<file path="src/rtl/hdbn_pkg.sv">
// Shared line-code constants and delay-line slot types for the HDB-n encoder.
package hdbn_pkg;

   // Two-bit ternary line symbols driven toward the line interface.
   localparam logic [1:0] CODE_ZERO = 2'b00;
   localparam logic [1:0] CODE_POS  = 2'b01;
   localparam logic [1:0] CODE_NEG  = 2'b10;

   // Mark carried by each delay-line slot until its polarity is resolved.
   typedef enum logic [1:0] {
      MARK_ZERO = 2'd0,
      MARK_ONE  = 2'd1,
      MARK_B    = 2'd2,
      MARK_V    = 2'd3
   } mark_e;

   // One delay-line slot: occupancy flag plus mark.
   typedef struct packed {
      logic  valid;
      mark_e mark;
   } slot_t;

   localparam int unsigned SLOT_W = $bits(slot_t);

endpackage

</file>
<file path="src/rtl/hdbn_polarity.sv">
// Stage 2 of the HDB-n encoder: resolves the pulse polarity of each mark
// leaving the delay line and registers the line symbol.
module hdbn_polarity
   import hdbn_pkg::*;
(
   input  logic       i_clk,
   input  logic       i_rst_n,
   input  logic       i_shift,
   input  logic       i_slot_valid,
   input  logic [1:0] i_mark,
   output logic       o_valid,
   output logic [1:0] o_hdb3_code
);

   logic       r_last_pos;
   logic       w_last_pos_nxt;
   logic       r_valid;
   logic       w_valid_nxt;
   logic [1:0] r_code;
   logic [1:0] w_code_nxt;
   logic [1:0] w_alt_code;
   logic [1:0] w_same_code;
   mark_e      w_mark;

   assign w_mark      = mark_e'(i_mark);
   // Alternating pulse for ONE/B, repeated pulse for V.
   assign w_alt_code  = r_last_pos ? CODE_NEG : CODE_POS;
   assign w_same_code = r_last_pos ? CODE_POS : CODE_NEG;

   // Next symbol and polarity; code holds when nothing valid is shifted out.
   always_comb begin
      w_valid_nxt    = 1'b0;
      w_code_nxt     = r_code;
      w_last_pos_nxt = r_last_pos;
      if (i_shift && i_slot_valid) begin
         w_valid_nxt = 1'b1;
         case (w_mark)
            MARK_ONE, MARK_B: begin
               w_code_nxt     = w_alt_code;
               w_last_pos_nxt = ~r_last_pos;
            end
            MARK_V: begin
               w_code_nxt = w_same_code;
            end
            default: begin
               w_code_nxt = CODE_ZERO;
            end
         endcase
      end
   end

   // Output and last-polarity registers; last polarity resets negative so the first pulse is +1.
   always_ff @(posedge i_clk or negedge i_rst_n) begin
      if (!i_rst_n) begin
         r_valid    <= 1'b0;
         r_code     <= CODE_ZERO;
         r_last_pos <= 1'b0;
      end else begin
         r_valid    <= w_valid_nxt;
         r_code     <= w_code_nxt;
         r_last_pos <= w_last_pos_nxt;
      end
   end

   assign o_valid     = r_valid;
   assign o_hdb3_code = r_code;

endmodule

</file>
<file path="src/rtl/hdbn_encoder.sv">
// Parametrised HDB-n line encoder: stallable delay line with zero-run
// substitution (stage 1) feeding the polarity/output stage (stage 2).
module hdbn_encoder
   import hdbn_pkg::*;
#(
   parameter int unsigned ZMAX = 3
)
(
   input  logic       i_clk,
   input  logic       i_rst_n,
   input  logic       i_valid,
   input  logic       i_data,
   input  logic       i_ami_mode,
   output logic       o_valid,
   output logic [1:0] o_hdb3_code
);

   localparam int unsigned DEPTH = ZMAX + 1;
   localparam int unsigned CNT_W = $clog2(ZMAX + 2);

   slot_t [DEPTH-1:0] r_line;
   slot_t [DEPTH-1:0] w_line_nxt;
   logic  [CNT_W-1:0] r_zcnt;
   logic  [CNT_W-1:0] w_zcnt_nxt;
   logic              r_parity;
   logic              w_parity_nxt;
   slot_t             w_out_slot;

   // Shift in the accepted bit and substitute a V (and B on even parity)
   // once the zero run would exceed ZMAX. The B lands on the oldest run slot,
   // which is still resident, so stage 2 later sees the rewritten mark.
   always_comb begin
      w_line_nxt   = r_line;
      w_zcnt_nxt   = r_zcnt;
      w_parity_nxt = r_parity;
      if (i_valid) begin
         for (int i = 1; i < int'(DEPTH); i++) begin
            w_line_nxt[i] = r_line[i-1];
         end
         w_line_nxt[0].valid = 1'b1;
         w_line_nxt[0].mark  = i_data ? MARK_ONE : MARK_ZERO;
         if (i_data) begin
            w_zcnt_nxt   = '0;
            w_parity_nxt = ~r_parity;
         end else if (i_ami_mode) begin
            w_zcnt_nxt = '0;
         end else if (r_zcnt == CNT_W'(ZMAX)) begin
            w_line_nxt[0].mark = MARK_V;
            if (!r_parity) begin
               w_line_nxt[DEPTH-1].mark = MARK_B;
            end
            w_zcnt_nxt   = '0;
            w_parity_nxt = 1'b0;
         end else begin
            w_zcnt_nxt = r_zcnt + CNT_W'(1);
         end
      end
   end

   // Delay line, zero-run counter and pulse parity; reset drops all buffered bits.
   always_ff @(posedge i_clk or negedge i_rst_n) begin
      if (!i_rst_n) begin
         r_line   <= '0;
         r_zcnt   <= '0;
         r_parity <= 1'b0;
      end else begin
         r_line   <= w_line_nxt;
         r_zcnt   <= w_zcnt_nxt;
         r_parity <= w_parity_nxt;
      end
   end

   assign w_out_slot = r_line[DEPTH-1];

   hdbn_polarity u_polarity (
      .i_clk        (i_clk),
      .i_rst_n      (i_rst_n),
      .i_shift      (i_valid),
      .i_slot_valid (w_out_slot.valid),
      .i_mark       (w_out_slot.mark),
      .o_valid      (o_valid),
      .o_hdb3_code  (o_hdb3_code)
   );

endmodule

</file>
<file path="config.mk">
export PLATFORM = sky130hd
export DESIGN_NAME = hdbn_encoder
export DESIGN_NICKNAME = d
export VERILOG_FILES = /design/src/rtl/hdbn_pkg.sv /design/src/rtl/hdbn_polarity.sv /design/src/rtl/hdbn_encoder.sv
export SDC_FILE = /design/constraint.sdc
export NUM_CORES = 1
export LEC_CHECK = 0
export ABC_AREA = 1
export BUFFER_PORTS_ARGS = -buffer_cell sky130_fd_sc_hd__buf_2
export CORE_UTILIZATION = 55
export CTS_CLUSTER_SIZE = 40
export DETAILED_ROUTE_END_ITERATION = 12
export PLACE_DENSITY = 0.72
export SLEW_MARGIN = 40
export SYNTH_ARGS = -nofsm -noshare
export SYNTH_HDL_FRONTEND = slang
export SYNTH_SLANG_ARGS = --single-unit
export TNS_END_PERCENT = 100
</file>
<file path="constraint.sdc">
create_clock -name i_clk -period 1.1 [get_ports i_clk]
set_input_delay 0.11 -clock i_clk [delete_from_list [all_inputs] [get_ports i_clk]]
set_output_delay 0.11 -clock i_clk [all_outputs]
set_load 0.1 [all_outputs]
</file>
Word-level counts from Yosys, hierarchy flattened --
Index checks and enable logic that the tools add are counted.
Cells by class: divide/modulo/power cells 0, reductions and logical operators 5, add/subtract/negate cells 1, order comparisons 0, multiplexer cells 18, equality and inequality tests 5, $mul 0, bitwise logic cells 2, shift operators 0
Operators by type and width (number):
- $mux W2 | 9
- $mux W3 | 3
- $mux W1 | 5
- $eq A2 B2 Y1 const B | 2
- $pmux W2 S2 | 1
- $add A3 B1 Y3 const B | 1
- $eq A3 B2 Y1 const B | 1
- $reduce_and A3 Y1 | 1
- $eq A2 B1 Y1 const B | 1
- $ne A2 B2 Y1 const B | 1
- $not A1 Y1 | 2
- $reduce_and A2 Y1 | 1
- $reduce_bool A2 Y1 | 1
- $reduce_or A2 Y1 | 1
- $logic_and A1 B1 Y1 | 1
Word-level totals: input port bits 5, output and inout port bits 3, bits in writable memories 0, register bits 20, logic and storage cells 44, memory bits (read-only) 0, memories 0, bits in latches 0

Longest topological paths before layout --
Gate-level depths: netlist (run 1).
depth in word-level cells 4, mapped depth 6, depth with buffers taken out 6

Cells and area by module --
From an unflattened synthesis (run 1), not the netlist that was laid out.
Unflattened totals: cell total of the unflattened synthesis 100, area, all modules 852.1 µm²
By module, submodules not included:
- hdbn_encoder | instances 1, cells an instance 76, sequential area each 400.4 µm², area an instance 663.1 µm²
- hdbn_polarity | instances 1, cells an instance 24, sequential area each 100.1 µm², area an instance 188.9 µm²

Least setup slack after synthesis (run 1) --
No wires, ideal clock.
path kind register -> register, start register, netlist name u_polarity.o_hdb3_code[1], end register u_polarity.r_code[1], in the netlist u_polarity.o_hdb3_code[1], path buffers 0, setup slack -126 ps, library setup time 74 ps, cell stages (with the launch flop) 3, data arrival time 1152 ps, data required time 1026 ps, clock period less this slack 1226 ps, cells stage by stage dfrtp_1 > nor2_1 > a21oi_2
RTL lines:
- to (signal assigned) | line hdbn_polarity.sv:60 | r_code <= w_code_nxt;
- to (decl) | line hdbn_polarity.sv:19 | logic [1:0] r_code;

Worst setup path in the final report (run 1) --
start register r_line[10] in the netlist's numbering, end register u_polarity.r_last_pos
On the way: longest elaborated chain between the ends 3, elaborated cells on any way between the ends 4, classes of those cells eq/ne (2); reduce/logical (2)
RTL lines:
- from (decl) | line hdbn_encoder.sv:21 | slot_t [DEPTH-1:0] r_line;
- from (signal assigned) | line hdbn_encoder.sv:67 | r_line <= w_line_nxt;
- $eq A2 B1 Y1 / $eq A2 B2 Y1 (equally long branches) | line hdbn_polarity.sv:37 | case (w_mark)
- $reduce_or A2 Y1 (*) | line hdbn_polarity.sv:37
- $reduce_and A2 Y1 (no source line) (*)
- to (signal assigned) | line hdbn_polarity.sv:61 | r_last_pos <= w_last_pos_nxt;
- to (decl) | line hdbn_polarity.sv:15 | logic r_last_pos;
Every way passes the cells marked *; elsewhere a longest branch is shown, timed or not. A chain may end at the register's enable or synchronous reset.

==> impl_metrics.tcl, run 1 <==
set metrics [dict create \
    placed_cells 116 \
    p_seq_share_pct 48.4 \
    yosysTopAreaCell "dfrtp_1" \
    dp_hpwl_um 985 \
    synth_area_um2 867.1 \
    overflow 0 \
    fin_nets 116 \
    r2r_start "r_line[10]" \
    worstHoldStart "i_data" \
    p_comb_share_pct 29.6 \
    drc 0 \
    crit_buf_inv 1 \
    initial_core_util_pct 62.71 \
    grt_start_max_net_pins 21 \
    worst_hold_path.endpoint "r_parity" \
    worstPathArrival_ns 1.28 \
    critPathSlowestCell "dfrtp_1" \
    syn_nets 103 \
    switching_power_w 0.0006497 \
    grt_pass1_wl_um 2428 \
    cpPeakStageDelay_ns 0.43 \
    synth_cells 96 \
    critPathTopFamily "flip-flops" \
    final_common_cell "nand2_1" \
    die-area_mm2 0.001739 \
    required_ns 1.29 \
    syn_area_per_cell_um2 9.032 \
    pre_cts_ws_ns 0.03064 \
    crit_chain "ha_4, inv_2, o21ai_1, nand2_1" \
    antenna_cells 0 \
    cts_tree "done" \
    fp.dieH_um 41.71 \
    final_cell_area_mm2 0.001047 \
    rows 13 \
    status "finished clean" \
    p_leak_nw 0.5411 \
    final_cell_mix "nand2_1, dfrtp_1, inv_1" \
    setup_violations 0 \
    yosysWarnings 0 \
    drv_cap 0 \
    wl_um 1526 \
    worst_slack_ns 0.005295 \
    critPathLaunchType "register" \
    drtIter0Drc 14 \
    finalMaxSlewViolations 0 \
    path_class "register to register" \
    finalHoldViolations 0 \
    io_pins 8 \
    synth_top_area_share_pct 57.72 \
    fillers 93 \
    power.total_w 0.001877 \
    min_path_type "input pin to register" \
    peakVddDrop_mv 1.077 \
    clock_latency_ns 0.29 \
    wire_per_inst_um 12.41 \
    synth_area_leaders "dfrtp_1, nand2_1, buf_6" \
    reg2reg_setup_slack_ns 0.005 \
    clk_pin_slew_ns 0.11 \
    cp-end-kind "register" \
    reg2reg_depth 4 \
    drt_pass1_iterations 4 \
    io_buffer_count 7 \
    antenna_found_initial 0 \
    synth-seq-cells 20 \
    grt_pass1_vias 604 \
    ys_types 16 \
    cts_max_path_buffers 2 \
    area_growth_pct 20.78 \
    setup_tns_ns 0 \
    seq_area_frac_synth_pct 57.72 \
    max_freq_ghz 0.9135 \
    fin_crit_sh_pct 99.52 \
    grt_usage_pct 18.36 \
    final_cells 123 \
    ant_nets 0 \
    p_int_w 0.001227 \
    maxSlewHeadroom_pct 71.11 \
    dieWidth_um 41.71 \
    vias 655 \
    layout-drive-gt1-share_pct 28.70 \
    numCtsBuffers 3 \
    clockRootBuffer "clkbuf_4" \
    cts_htree_levels 1 \
    min_path_cells 3 \
    core_area_mm2 0.001383 \
    cts_sinks 20 \
    pwr-share-clk_pct 22.0 \
    postPlaceCellArea_um2 942.2 \
    r2r_end "u_polarity.r_last_pos" \
    fin_worst_skew_ns 0.0006964 \
    place.gp.congestion 0.7195 \
    vias_per_cell 5.325 \
    p_sw_share_pct 34.61 \
    finalCriticalPeriod_ns 1.095 \
    critPathMaxFanout 2 \
    p_per_area_mw_per_mm2 1792 \
    worst_pin_slew_ns 0.4333 \
]
worst register-to-register path, cell delays in order (launching register included):
cell and delay [ns]:
dfrtp_1 0.43, ha_4 0.28, inv_2 0.04, o21ai_1 0.16, nand2_1 0.07
cell families after synthesis:
| group | count (synthesis) | synth area share (%) |
|---|---|---|
| compound gates | 9 | 5.627 |
| fa+ha+maj | 2 | 2.886 |
| buf+inv | 13 | 8.368 |
| flops | 20 | 57.72 |
| simple gates | 52 | 25.40 |
per-layer routing:
metal	up-vias	wire, um	GRT usage, %
li1	321	-	-
met3	2	39	3.478
met1	322	702	23.96
met4	0	13	8.387
met2	10	771	29.69
met5	-	0	0
cell type report:
type / instances / area (um^2) / area share [%]
flip-flops and latches: 20 / 503.0 / 48.03
inverters: 10 / 38.79 / 3.704
multi-input cells: 63 / 337.8 / 32.26
repair buffers: 11 / 112.6 / 10.75
clock buffers: 4 / 36.28 / 3.465
well taps: 15 / 18.77 / 1.792
repair_timing:
action | in CTS | in global routing
buffers inserted | 0 | 2
endpoints found under the hold margin | 20 | 0
resized for setup | 0 | 12
hold buffers | 1 | 0
setup endpoints to repair | 0 | 5
power by group through the flow:
stage          Combinational, W  Sequential (W)  Clock (W)
2_1_floorplan          0.000158         0.00108          0
3_3_place_gp           0.000503        0.000914          0
3_5_place_dp           0.000516        0.000917          0
4_1_cts                0.000520        0.000902   0.000424
5_1_grt                0.000596        0.000919   0.000451
6_report               0.000555        0.000909   0.000414
cell usage after synthesis:
library cell / count
inv_1: 8
nor2_4: 1
a21oi_2: 1
nor2_1: 6
clkinv_2: 1
nand3_1: 6
buf_6: 3
ha_1: 2
nand2_4: 1
a21oi_1: 4
inv_2: 1
nand4_1: 1
o21ai_0: 3
nand2_1: 37
o21ai_1: 1
dfrtp_1: 20
worst max path at each step:
stage	start	endpoint	slack [ns]	cells past startpoint
floorplan	r_line[9]	u_polarity.r_last_pos	0.10	4
finish	r_line[10]	u_polarity.r_last_pos	0.005	4
detailed placement	r_line[9]	u_polarity.r_last_pos	0.03	4
global placement	r_line[9]	u_polarity.r_last_pos	0.06	4
CTS	r_line[9]	u_polarity.r_last_pos	0.02	4
global route	r_line[10]	u_polarity.o_hdb3_code[0]	-0.05	5
flip-flops by register name (all words and copies together), names as in the netlist:
name                    count
u_polarity.o_hdb3_code      2
r_parity                    1
u_polarity.o_valid          1
r_line                     12
r_zcnt                      3
u_polarity.r_last_pos       1
metrics by stage:
step	hold WS (ns)	utilization [%]
floorplan	-0.1856	-
CTS	0.09825	71.49
global placement	0.07042	68.14
finish	0.1011	75.75
detailed placement	0.07501	68.14
global route	0.1192	75.75
Power figures use the tool's default switching activity.
==> run 2: changes to the inputs <==
--- a/config.mk
+++ b/config.mk
@@ -6,11 +6,11 @@
 export NUM_CORES = 1
 export LEC_CHECK = 0
 export ABC_AREA = 1
-export BUFFER_PORTS_ARGS = -buffer_cell sky130_fd_sc_hd__buf_2
-export CORE_UTILIZATION = 55
+export CORE_UTILIZATION = 60
 export CTS_CLUSTER_SIZE = 40
 export DETAILED_ROUTE_END_ITERATION = 12
-export PLACE_DENSITY = 0.72
+export DONT_BUFFER_PORTS = 1
+export PLACE_DENSITY = 0.73
 export SLEW_MARGIN = 40
 export SYNTH_ARGS = -nofsm -noshare
 export SYNTH_HDL_FRONTEND = slang
==> constraint.sdc (replaced) <==
create_clock -name i_clk -period 1.3 [get_ports i_clk]
set_input_delay 0.13 -clock i_clk [delete_from_list [all_inputs] [get_ports i_clk]]
set_output_delay 0.13 -clock i_clk [all_outputs]
set_load 0.1 [all_outputs]
==> run 2 against run 1 <==
Non-clock buffer count is 3 lower. Register-to-register slack better by 0.19 ns. Critical path depth is 1 higher. Wire length is 2.1% lower. First-iteration DRC count is 36% lower. Critical endpoint is now u_polarity.o_hdb3_code[0]. Combinational power is 32% lower. Final cell count is 2.4% lower. Clock power is 14% lower. Utilization is 3.2 points lower. Cell area is 8.7% lower.
==> impl_metrics.tcl, run 2 (synthesized netlist as in run 1, its figures left out) <==
set metrics [dict create \
    worst_pin_slew_ns 0.5872 \
    worstPathArrival_ns 1.46 \
    status "finished clean" \
    antenna_cells 0 \
    peakVddDrop_mv 0.8300 \
    grt_pass1_wl_um 2318 \
    fp.dieH_um 40.02 \
    vias 622 \
    numCtsBuffers 3 \
    final_common_cell "nand2_1" \
    antenna_found_initial 0 \
    worst_hold_path.endpoint "r_line[2]" \
    critPathMaxFanout 15 \
    core_area_mm2 0.001318 \
    cts_max_path_buffers 2 \
    overflow 0 \
    cts_htree_levels 1 \
    setup_violations 0 \
    worstHoldStart "i_valid" \
    dieWidth_um 40.02 \
    vias_per_cell 5.183 \
    fin_worst_skew_ns 0.002170 \
    critPathLaunchType "input pin" \
    largest_register_ffs 12 \
    initial_core_util_pct 65.81 \
    wire_per_inst_um 12.45 \
    clock_latency_ns 0.30 \
    p_per_area_mw_per_mm2 1544 \
    grt_start_max_net_pins 21 \
    io_buffer_count 0 \
    final_cell_mix "nand2_1, dfrtp_1, inv_1" \
    io_pins 8 \
    rsz0062_at_grt "false" \
    cts_tree "done" \
    required_ns 1.53 \
    finalHoldViolations 0 \
    area_growth_pct 10.25 \
    finalCriticalPeriod_ns 1.226 \
    fin_crit_sh_pct 94.33 \
    clk_pin_slew_ns 0.11 \
    path_class "input pin to register" \
    p_leak_nw 0.5198 \
    cp-end-kind "register" \
    reg2reg_setup_slack_ns 0.20 \
    ant_nets 0 \
    cts_sinks 20 \
    fin_nets 113 \
    finalMaxSlewViolations 0 \
    worst_hold_slack_ns 0.01842 \
    min_path_type "input pin to register" \
    reg2reg_depth 5 \
    dp_hpwl_um 933.9 \
    layout-drive-gt1-share_pct 12.38 \
    cts_resized 0 \
    drtIter0Drc 9 \
    min_path_cells 2 \
    cts_setup_buffers 0 \
    drc 0 \
    drt_pass1_iterations 4 \
    setup_tns_ns 0 \
    r2r_start "r_line[9]" \
    drv_cap 0 \
    fillers 103 \
    final_util_pct 72.55 \
    grt_usage_pct 22.80 \
    maxSlewHeadroom_pct 60.72 \
    grt_pass1_vias 548 \
    die-area_mm2 0.001601 \
    max_freq_ghz 0.8154 \
    clockRootBuffer "clkbuf_4" \
    top_register "r_line" \
    multi_input_area_um2 294.0 \
    wl_um 1494 \
    rows 13 \
    place.gp.congestion 0.7395 \
    ff_latch_area_um2 500.5 \
    ctsHoldBuffers 4 \
    r2r_end "u_polarity.o_hdb3_code[0]" \
]
[run 2: cell count changes in the layout (fill, tap and decap cells not counted), moves of 2 or more]
cell	delta
dlygate4sd3_1	+3
buf_12	-3
buf_2	-3
dfrtp_2	-2
dfrtp_1	+2
nand3_1	+3
ha_1	+2
inv_1	+2
inv_2	-2
nor2_1	+2
nand3_2	-3
[run 2: per-stage QoR]
| stage | total power [W] | worst slack [ns] | instances | area (um^2) |
|---|---|---|---|---|
| after floorplan | 0.001047 | 0.07373 | 96 | 867.1 |
| after global placement | 0.001094 | 0.2435 | 111 | 874.6 |
| after detailed placement | 0.001101 | 0.2277 | 111 | 874.6 |
| after CTS | 0.001485 | 0.08485 | 119 | 950.9 |
| after global routing | 0.001542 | 0.01404 | 120 | 955.9 |
| final | 0.001476 | 0.07366 | 120 | 955.9 |
[run 2: worst max path at each step]
stage / start / endpoint
after CTS: i_valid / u_polarity.o_hdb3_code[0]
after detailed placement: r_line[9] / u_polarity.o_hdb3_code[0]
final: i_valid / u_polarity.o_hdb3_code[0]
after floorplan: u_polarity.o_hdb3_code[1] / u_polarity.o_hdb3_code[1]
after global routing: i_valid / u_polarity.o_hdb3_code[0]
after global placement: r_line[9] / u_polarity.r_last_pos
[run 2: area by class of cell]
type	instances	area share, %
repair buffers	8	7.068
inverters	10	4.058
well taps	15	1.963
multi-input cells	63	30.76
flip-flops and latches	20	52.36
clock buffers	4	3.796
[run 2: per-layer routing]
layer	up-vias	global-route usage [%]	part of all wire, %	wire, um
met3	2	3.889	3.0	45
met4	0	12.93	0.80	12
met5	-	0	0	0
met2	8	37.50	47	703
met1	297	28.10	49	732
li1	315	-	-	-
[run 2: where the power goes]
group	switching [W]	internal, W
clock network	0.000183	0.000171
registers	0.0000484	0.000697
logic	0.000283	0.0000927
total	0.000515	0.000961
[run 2: critical path: stages]
cell	delay [ns]
dlygate4sd3_1	0.91
nand2_4	0.12
nor2_1	0.14
nand2_1	0.09
o21ai_1	0.07
==> run 3: changes to the inputs <==
--- a/config.mk
+++ b/config.mk
@@ -11,6 +11,7 @@
 export DETAILED_ROUTE_END_ITERATION = 12
 export DONT_BUFFER_PORTS = 1
 export PLACE_DENSITY = 0.73
+export SETUP_SLACK_MARGIN = 0.4
 export SLEW_MARGIN = 40
 export SYNTH_ARGS = -nofsm -noshare
 export SYNTH_HDL_FRONTEND = slang
==> run 3 against run 2 <==
The run now ends with hold timing left. Via count grew 0.48%. Total power grew 5.3%. Maximum frequency grew 13%. Utilization grew 8.5 points. Critical path depth grew 1. Hold slack lost 0.13 ns. Global-route usage shrank 1.5 points. Cell area grew 12%. Combinational power grew 22%. Largest cell class unchanged.
==> impl_metrics.tcl, run 3 (synthesized netlist as in run 1, its figures left out) <==
set metrics [dict create \
    cpPeakStageDelay_ns 0.41 \
    numCtsBuffers 3 \
    dp_hpwl_um 916.3 \
    initial_core_util_pct 65.81 \
    worst_pin_slew_ns 0.4362 \
    grt_usage_pct 21.30 \
    layout-drive-gt1-share_pct 34.29 \
    p_int_w 0.0009983 \
    p_per_area_mw_per_mm2 1456 \
    vias 625 \
    setup_violations 0 \
    top_register "r_line" \
    clock_latency_ns 0.29 \
    fin_crit_sh_pct 83.71 \
    fin_nets 113 \
    cts_max_path_buffers 2 \
    path_class "register to register" \
    worst_slack_ns 0.2117 \
    path_common_cell "nand3_2" \
    reg2reg_setup_slack_ns 0.21 \
    min_path_type "input pin to register" \
    io_buffer_count 0 \
    critPathSlowestCell "dfrtp_1" \
    finalHoldViolations 14 \
    io_pins 8 \
    p_sw_share_pct 35.77 \
    power.total_w 0.001554 \
    cts_sinks 20 \
    drtIter0Drc 10 \
    p_comb_share_pct 29.4 \
    drt_pass1_iterations 4 \
    ant_nets 0 \
    clk_pin_slew_ns 0.11 \
    final_cell_mix "nand2_1, dfrtp_1, inv_1" \
    final_cell_area_mm2 0.001067 \
    finalCriticalPeriod_ns 1.088 \
    cts_tree "done" \
    vias_per_cell 5.208 \
    crit_buf_inv 1 \
    pre_cts_ws_ns 0.2605 \
    worstHoldStart "i_valid" \
    final_common_cell "nand2_1" \
    setup_tns_ns 0 \
    switching_power_w 0.0005560 \
    violations "hold timing" \
    grt_start_max_net_pins 21 \
    rsz0062_at_grt "true" \
    grt_pass1_wl_um 2201 \
    r2r_start "r_zcnt[0]" \
    area_growth_pct 23.09 \
    critPathTopFamily "flip-flops" \
    critPathLaunchType "register" \
    place.gp.congestion 0.7312 \
    clockRootBuffer "clkbuf_4" \
    drv_cap 0 \
    maxSlewHeadroom_pct 70.92 \
    p_leak_nw 0.5280 \
    wire_per_inst_um 12.86 \
    cts_htree_levels 1 \
    crit_start "r_zcnt[0]" \
    required_ns 1.49 \
    critPathMaxFanout 2 \
    crit_chain "ha_4, inv_4, nor2_4, nand3_2, nand3_2, nand2_1" \
    postPlaceCellArea_um2 875.8 \
    cp-end-kind "register" \
    die-area_mm2 0.001601 \
    peakVddDrop_mv 0.8529 \
    fillers 73 \
    worst_hold_slack_ns -0.1118 \
    fp.dieH_um 40.02 \
    largest_register_ffs 12 \
    p_seq_share_pct 51.5 \
    worstPathArrival_ns 1.28 \
    fin_worst_skew_ns 0.01012 \
    core_area_mm2 0.001318 \
    rows 13 \
    pwr-share-clk_pct 19.0 \
    grt_pass1_vias 540 \
    finalMaxSlewViolations 0 \
    antenna_found_initial 0 \
    wl_um 1543 \
    dieWidth_um 40.02 \
    antenna_cells 0 \
    drc 0 \
    status "complete, but fails checks" \
    overflow 0 \
    max_freq_ghz 0.9189 \
]
-- run 3: final timing paths --
kind / to / cells after the start
max: r_line[9] / 6
min: r_zcnt[2] / 1
max reg2reg: r_line[9] / 6
min reg2reg: r_line[2] / 2
max in group asynchronous: u_polarity.o_hdb3_code[0] / 2
min in group asynchronous: r_zcnt[2] / 2
-- run 3: repair_timing --
action | CTS | global route
pin swaps | 5 | 8
buffers inserted | 0 | 3
gates resized for setup | 11 | 18
setup endpoints to repair | 13 | 14
endpoints found under the hold margin | 35 | 35
hold buffers | 2 | 1
-- run 3: area by class of cell --
class                      instances  area [um^2]  area share, %
sequential                        20        506.7          47.48
multi-input combinational         63        382.9          35.87
timing repair buffer               8        91.34          8.558
inverter                          10        41.29          3.869
clock buffer                       4        26.28          2.462
tap                               15        18.77          1.759
-- run 3: layer usage --
layer / track usage, % / vias up / part of all wire [%]
li1: - / 315 / -
met1: 27.44 / 293 / 48
met2: 32.26 / 15 / 49
met3: 8.333 / 2 / 3.2
met4: 7.759 / 0 / 0.39
met5: 0 / - / 0
-- run 3: per-stage QoR --
step,instances,hold slack [ns],util [%]
after detailed placement,110,-0.1652,66.48
after floorplan,96,-0.1656,-
final,120,-0.1118,81.01
after CTS,116,-0.09763,73.69
after global placement,110,-0.1652,66.48
after global routing,120,-0.1327,81.01
-- run 3: power groups by stage --
stage | Sequential (W) | Combinational [W] | Clock (W)
floorplan | 0.000919 | 0.000137 | 0
global placement | 0.000779 | 0.000316 | 0
detailed placement | 0.000781 | 0.000328 | 0
CTS | 0.000775 | 0.000368 | 0.000306
global route | 0.000812 | 0.000487 | 0.000333
finish | 0.000801 | 0.000458 | 0.000295
